<file path="src/rtl/iq_pkg.sv">
// Shared types and default sizing for the instruction queue.
package iq_pkg;

    localparam int unsigned IQ_DEPTH   = 8;
    localparam int unsigned IQ_INSTR_W = 32;
    localparam int unsigned IQ_PC_W    = 64;

    typedef struct packed {
        logic [IQ_INSTR_W-1:0] instr;
        logic [IQ_PC_W-1:0]    pc;
    } iq_entry_t;

endpackage

</file>
<file path="src/rtl/iq_ptr.sv">
// Queue pointer: increment with explicit wrap at DEPTH-1, so non-power-of-two depths work.
module iq_ptr
    import iq_pkg::*;
#(
    parameter int unsigned DEPTH = IQ_DEPTH
) (
    input  logic                     clk,
    input  logic                     reset,
    input  logic                     clr,
    input  logic                     inc,
    output logic [$clog2(DEPTH)-1:0] ptr
);

    localparam int unsigned PW = $clog2(DEPTH);

    always_ff @(posedge clk) begin
        if (reset || clr) begin
            ptr <= '0;
        end else if (inc) begin
            ptr <= (ptr == PW'(DEPTH - 1)) ? '0 : ptr + PW'(1);
        end
    end

endmodule

</file>
<file path="src/rtl/instr_queue.sv">
// Fetch-to-decode instruction FIFO with flush; define IQ_BYPASS_EN for empty-queue
// bypass (fetch presented to decode in the same cycle).
module instr_queue
    import iq_pkg::*;
#(
    parameter int unsigned DEPTH   = IQ_DEPTH,
    parameter int unsigned INSTR_W = IQ_INSTR_W,
    parameter int unsigned PC_W    = IQ_PC_W
) (
    input  logic                     clk,
    input  logic                     reset,
    input  logic                     fetch_valid_i,
    input  logic [INSTR_W-1:0]       fetch_instr_i,
    input  logic [PC_W-1:0]          fetch_pc_i,
    output logic                     fetch_ready_o,
    output logic                     dec_valid_o,
    output logic [INSTR_W-1:0]       dec_instr_o,
    output logic [PC_W-1:0]          dec_pc_o,
    input  logic                     dec_ready_i,
    input  logic                     flush_i,
    output logic [$clog2(DEPTH):0]   count_o
);

    localparam int unsigned PW = $clog2(DEPTH);
    localparam int unsigned CW = $clog2(DEPTH) + 1;

    logic [INSTR_W-1:0] mem_instr [DEPTH];
    logic [PC_W-1:0]    mem_pc    [DEPTH];

    logic [PW-1:0] wr_ptr;
    logic [PW-1:0] rd_ptr;
    logic          empty;
    logic          bypass;
    logic          push;
    logic          pop;
    logic          wr_en;
    logic          rd_en;

    assign empty = (count_o == '0);

`ifdef IQ_BYPASS_EN
    assign bypass = empty & ~flush_i & ~reset & fetch_valid_i;
`else
    assign bypass = 1'b0;
`endif

    assign fetch_ready_o = (count_o != CW'(DEPTH)) & ~flush_i;
    assign push          = fetch_valid_i & fetch_ready_o;
    assign pop           = dec_valid_o & dec_ready_i;

    // A bypassed entry consumed in the same cycle never touches storage.
    assign wr_en = push & ~(bypass & dec_ready_i);
    assign rd_en = pop & ~bypass;

    always_comb begin
        dec_valid_o = ~empty & ~flush_i;
        dec_instr_o = '0;
        dec_pc_o    = '0;
        if (!empty) begin
            dec_instr_o = mem_instr[rd_ptr];
            dec_pc_o    = mem_pc[rd_ptr];
        end else if (bypass) begin
            dec_valid_o = 1'b1;
            dec_instr_o = fetch_instr_i;
            dec_pc_o    = fetch_pc_i;
        end
    end

    always_ff @(posedge clk) begin
        if (!reset && wr_en) begin
            mem_instr[wr_ptr] <= fetch_instr_i;
            mem_pc[wr_ptr]    <= fetch_pc_i;
        end
    end

    always_ff @(posedge clk) begin
        if (reset || flush_i) begin
            count_o <= '0;
        end else if (wr_en && !rd_en) begin
            count_o <= count_o + CW'(1);
        end else if (!wr_en && rd_en) begin
            count_o <= count_o - CW'(1);
        end
    end

    iq_ptr #(.DEPTH(DEPTH)) u_wr_ptr (
        .clk   (clk),
        .reset (reset),
        .clr   (flush_i),
        .inc   (wr_en),
        .ptr   (wr_ptr)
    );

    iq_ptr #(.DEPTH(DEPTH)) u_rd_ptr (
        .clk   (clk),
        .reset (reset),
        .clr   (flush_i),
        .inc   (rd_en),
        .ptr   (rd_ptr)
    );

endmodule

</file>
<file path="config.mk">
export PLATFORM = sky130hd
export DESIGN_NAME = instr_queue
export DESIGN_NICKNAME = d
export VERILOG_FILES = /design/src/rtl/iq_pkg.sv /design/src/rtl/iq_ptr.sv /design/src/rtl/instr_queue.sv
export SDC_FILE = /design/constraint.sdc
export NUM_CORES = 1
export LEC_CHECK = 0
export CORE_MARGIN = 2
export CORE_UTILIZATION = 55
export DETAILED_ROUTE_END_ITERATION = 10
export GPL_ROUTABILITY_DRIVEN = 0
export PLACE_DENSITY = 0.86
export SYNTH_ARGS = -nofsm -noshare
export SYNTH_HDL_FRONTEND = slang
export SYNTH_HIERARCHICAL = 1
export SYNTH_SLANG_ARGS = --single-unit
</file>
<file path="constraint.sdc">
create_clock -name clk -period 17.8 [get_ports clk]
set_input_delay 3.56 -clock clk [delete_from_list [all_inputs] [get_ports clk]]
set_output_delay 3.56 -clock clk [all_outputs]
set_load 0.01 [all_outputs]
</file>
==> results.cfg, run 1 <==
[logic_synthesis]
syn_area_per_cell_um2 = 23.1
synth-seq-cells = 778
synth_area_mm2 = 0.0299
ys_warn_count = 6
synth.area.top_cells = edfxtp_1 77%, mux4_2 14%, mux2i_1 3.3%, nor2_1 1.3%, buf_12 0.67%
netlist.area_leader.share = 0.771
yosysSeqAreaShare = 0.778
synthCells = 1293
synth_area_leader_cell = edfxtp_1
synth_nets = 1402
ys_types = 30

[timing]
period_share = 0.484
fmax_mhz = 116
setup_viol_count_final = 0
finalHoldViolations = 0
tightest_slew_ps = 1060
rsz0062_at_grt = no
clock_skew_ps = 15.1
setup_ws_ps = 9190
timing.slew.headroom = 0.291
setup_tns_ps = 0
min_period_ps = 8610
finalMaxSlewViolations = 0

[worst_hold_path]
min_to = u_wr_ptr/ptr[2]
hold_class = flip-flop to flip-flop
hold_depth = 2
min_from = u_wr_ptr/ptr[2]

[cells_and_area]
final_cells = 2282
area_growth_pct = 16.8
final_common_cell = edfxtp_1
final_cell_mix = 768 x edfxtp_1, 202 x clkdlybuf4s50_1, 192 x mux4_2, 101 x nor2_1, 99 x mux2i_1
drive_above_1_share = 0.206
num-nets-final = 1639

[pwr]
powerDensity_mw_per_mm2 = 108
irDropWorstVdd_mv = 0.0718
p_leak_nw = 10.5

[cts]
clock_latency_ps = 600
tritoncts = yes
cts_hold_buf = 0
path_clk_slew_ps = 60
postCtsSetupRepairBufs = 0
clkSinkCount = 778
htree_levels = 3
cts_buffers = 76
clock_path_buffers = 3
root_buffer = clkbuf_16
post_cts_resized = 0

[worst_setup_path]
rrSetupSlack_ps = 13720
r2r_cells = 6
start_kind = input port
startpoint = flush_i
reg2reg_from = count_o[0]
crit_type = input port to output port
crit_path_end_kind = output port
crit_arrival_ps = 5050
critPathRequiredTime_ps = 14240
r2r-end = mem_pc[7][23]
crit_fanout = 14

[floorplanning]
core_mm2 = 0.0538
die_w_um = 237
boundaryPins = 203
die_y_um = 237
initial_core_util = 0.556
dieArea_mm2 = 0.0563
rows = 85

[routing]
route.detailed.drc = 0
drt_iter0_drc = 1299
drt_pass1_iterations = 5
num_vias = 13800
wl_mm = 59.8
ant_nets = 0
wl_per_cell_um = 26.2
vias_per_cell = 6.07

[place]
place_inst = 2148
place_ws_ps = 9200
io_buffer_count = 202
dp_hpwl_mm = 30.4

[job]
maxCapViolations = 0

[global_route]
antenna_found_initial = 12
grt_overflow = 0
grt_max_degree = 97
grt_pass1_vias = 14800
grt_pass1_wl_mm = 90.7
grt_usage = 0.218

[status]
status = complete, no violations
-- final cells by class --
class,count,area (um2)
sequential,778,23300
fill,3425,18900
multi-input combinational,445,6160
timing repair buffer,226,2210
clock buffer,94,2030
tap,696,871
clock inverter,39,375
inverter,3,11.3
antenna,1,2.50
-- flip-flops by register name, summed over array words and instances (netlist names) --
name / flops
mem_pc: 512
u_rd_ptr/ptr: 3
count_o: 4
mem_instr: 256
u_wr_ptr/ptr: 3
-- routing by layer --
metal	up-vias	GRT usage	wire length (um)
li1	5894	-	-
met3	115	0.0537	4640
met1	7306	0.302	24300
met4	22	0.0698	1300
met2	509	0.349	29400
met5	-	0	145
-- critical path: stages --
cell and delay [ps]:
clkdlybuf4s50_1 660, nor2_1 260, clkdlybuf4s50_1 570
-- power by group --
part           total [mW]  internal, mW  switching [mW]
Sequential           2.03          2.02         0.00515
Clock                1.56         0.922           0.638
Combinational       0.186        0.0886          0.0975
-- Yosys cell counts, drive strengths merged --
cell and instances:
edfxtp 768, mux4 192, nor2 107, mux2i 99, buf 54, clkbuf 13
dfxtp 10, ha 7, nor3 6, a211oi 5, nand2b 5, nand2 4
a21oi 3, inv 3, nand3b 3, nor4 3, nand3 2, or3b 2
a2111oi 1, a211o 1, a31o 1, fa 1, nor3b 1, xnor2 1
xor2 1
-- stage by stage --
stage                     hold slack [ps]   util  total power, mW  instance area (um2)
after floorplan                       483      -             2.14                29900
after global placement                555  0.605             2.25                32500
after detailed placement              587  0.605             2.25                32500
after CTS                             598  0.649             3.80                34900
after global routing                  631  0.649             3.88                34900
final                                 591  0.649             3.77                34900
-- worst max-delay path by stage --
stage and to:
6_report dec_valid_o, 5_1_grt fetch_ready_o, 4_1_cts fetch_ready_o, 3_5_place_dp fetch_ready_o, 3_3_place_gp fetch_ready_o, 2_1_floorplan mem_instr[4][0]
-- cell families (layout without fill, tap and decap cells) --
family          count (synthesis)  count (layout)  synth area share
flops                         778             778             0.778
mux                           291             291             0.178
simple gates                  133             133            0.0190
buf+inv                        70             362            0.0181
compound gates                 11              11           0.00314
fa+ha+maj                       8               8           0.00360
xor+xnor                        2               2          0.000586
other cells                     0               1                 0
Power figures use the tool's default switching activity.
==> run 2: changes to the inputs <==
- clock period: 17.8 -> 8.4 ns (I/O delays scaled with it)
==> results.cfg, run 2 (synthesis gave the netlist of run 1 again) <==
[cells_and_area]
reg_top3 = mem_pc: 512 flops, mem_instr: 256 flops, count_o: 4 flops
final_cells = 2288
multi_input_area_mm2 = 0.00618
regMostFlops = mem_pc
final_common_cell = edfxtp_1
seq_area_mm2 = 0.0233
final_cell_mix = 768 x edfxtp_1, 202 x clkdlybuf4s50_1, 192 x mux4_2, 101 x nor2_1, 99 x mux2i_1
fill_cells = 3297
largest_reg_flops = 512
area_growth_pct = 17.3
drive_above_1_share = 0.212
num-nets-final = 1641

[pwr]
powerDensity_mw_per_mm2 = 231
clock_power_share = 0.420
switchingPower_mw = 1.62
switching_share = 0.201
combPwrFrac = 0.049
irDropWorstVdd_mv = 0.141
p_leak_nw = 10.5
p_int_mw = 6.47
seq_power_share = 0.530

[floorplanning]
core_mm2 = 0.0538
die_y_um = 237
dieArea_mm2 = 0.0563
rows = 85
boundaryPins = 203
initial_core_util = 0.556
die_w_um = 237

[global_route]
grt_usage = 0.228
grt_overflow = 0
grt_max_degree = 97
antenna_found_initial = 11
grt_pass1_vias = 14900
grt_pass1_wl_mm = 93.8

[cts]
tritoncts = yes
post_cts_resized = 0
path_clk_slew_ps = 60
postCtsSetupRepairBufs = 0
htree_levels = 3
clock_path_buffers = 3
cts_buffers = 77
clock_latency_ps = 610
clkSinkCount = 778
root_buffer = clkbuf_16
cts_hold_buf = 0

[timing]
whs_ps = 579
clock_skew_ps = 24.6
setup_tns_ps = 0
finalHoldViolations = 0
fmax_mhz = 176
finalMaxSlewViolations = 0
rsz0062_at_grt = no
period_share = 0.677
tightest_slew_ps = 1020
timing.slew.headroom = 0.321
min_period_ps = 5690
setup_viol_count_final = 0

[worst_setup_path]
cp_num_buf_inv = 2
critical_path.cell_chain = buf_4 -> mux4_2 -> mux2i_1 -> nor2_1 -> clkdlybuf4s50_1
crit_fanout = 47
crit_arrival_ps = 4010
critPathRequiredTime_ps = 6720
crit_type = flip-flop to output port
start_kind = flip-flop
slowest_stage = dfxtp_4
crit_path_end_kind = output port
slowest_delay_ps = 950
path_delay_family = buffers and inverters

[place]
io_buffer_count = 202
place_inst = 2149
dp_hpwl_mm = 32.0

[routing]
wl_per_cell_um = 27.5
drt_pass1_iterations = 5
wl_mm = 62.8
vias_per_cell = 6.12
ant_nets = 0
route.detailed.drc = 0
num_vias = 14000
drt_iter0_drc = 1352

[job]
maxCapViolations = 0

[worst_hold_path]
hold_class = flip-flop to flip-flop

[status]
status = complete, no violations
[run 2: cell types whose count changed in the layout (fill, tap and decap cells not counted), sizes merged]
cell,before,now
inv,4,5
diode,1,2
clkinv,30,29
clkinvlp,0,3
buf,24,25
bufinv,8,9
[run 2: power groups by stage]
stage / Combinational (mW) / Clock, mW / Sequential [mW]
CTS: 0.401 / 3.45 / 4.30
floorplan: 0.162 / 0 / 4.38
global placement: 0.385 / 0 / 4.37
global route: 0.422 / 3.60 / 4.30
detailed placement: 0.397 / 0 / 4.38
finish: 0.397 / 3.41 / 4.30
[run 2: layer usage]
| layer | vias to the layer above | global-route usage | share of wire |
|---|---|---|---|
| met1 | 7395 | 0.312 | 0.40 |
| met2 | 624 | 0.371 | 0.50 |
| met4 | 16 | 0.0682 | 0.018 |
| met5 | - | 0 | 0.0016 |
| li1 | 5887 | - | - |
| met3 | 91 | 0.0525 | 0.080 |
[run 2: final cells by class]
| cell class | instances | area share |
|---|---|---|
| diodes | 2 | 0.000143 |
| clock buffers | 94 | 0.0580 |
| clock inverters | 43 | 0.0131 |
| inverters | 3 | 0.000321 |
| multi-input cells | 445 | 0.176 |
| flip-flops and latches | 778 | 0.664 |
| well taps | 696 | 0.0248 |
| repair buffers | 227 | 0.0637 |
[run 2: metrics by stage]
stage | setup slack (ps) | util | power (mW) | instance area, um2
2_1_floorplan | 208 | - | 4.54 | 29900
3_3_place_gp | 3170 | 0.605 | 4.76 | 32600
3_5_place_dp | 3050 | 0.605 | 4.77 | 32600
4_1_cts | 2590 | 0.652 | 8.14 | 35100
5_1_grt | 2420 | 0.652 | 8.31 | 35100
6_report | 2710 | 0.652 | 8.10 | 35100
[run 2: worst register-to-register path: cells and delay by family (launching register included)]
family	cells	cell delay [ps]
buffers and inverters	2	1480
and+or+nand+nor	3	660
DFF	1	500
AOI/OAI and AO/OA	1	490
[run 2: final timing paths]
kind | to | depth (start not counted) | start | slack, ps
max reg2reg | mem_pc[1][25] | 6 | count_o[0] | 4840
min reg2reg | u_wr_ptr/ptr[2] | 2 | u_wr_ptr/ptr[2] | 580
min | u_wr_ptr/ptr[2] | 2 | u_wr_ptr/ptr[2] | 580
max | dec_pc_o[60] | 5 | u_rd_ptr/ptr[0] | 2710
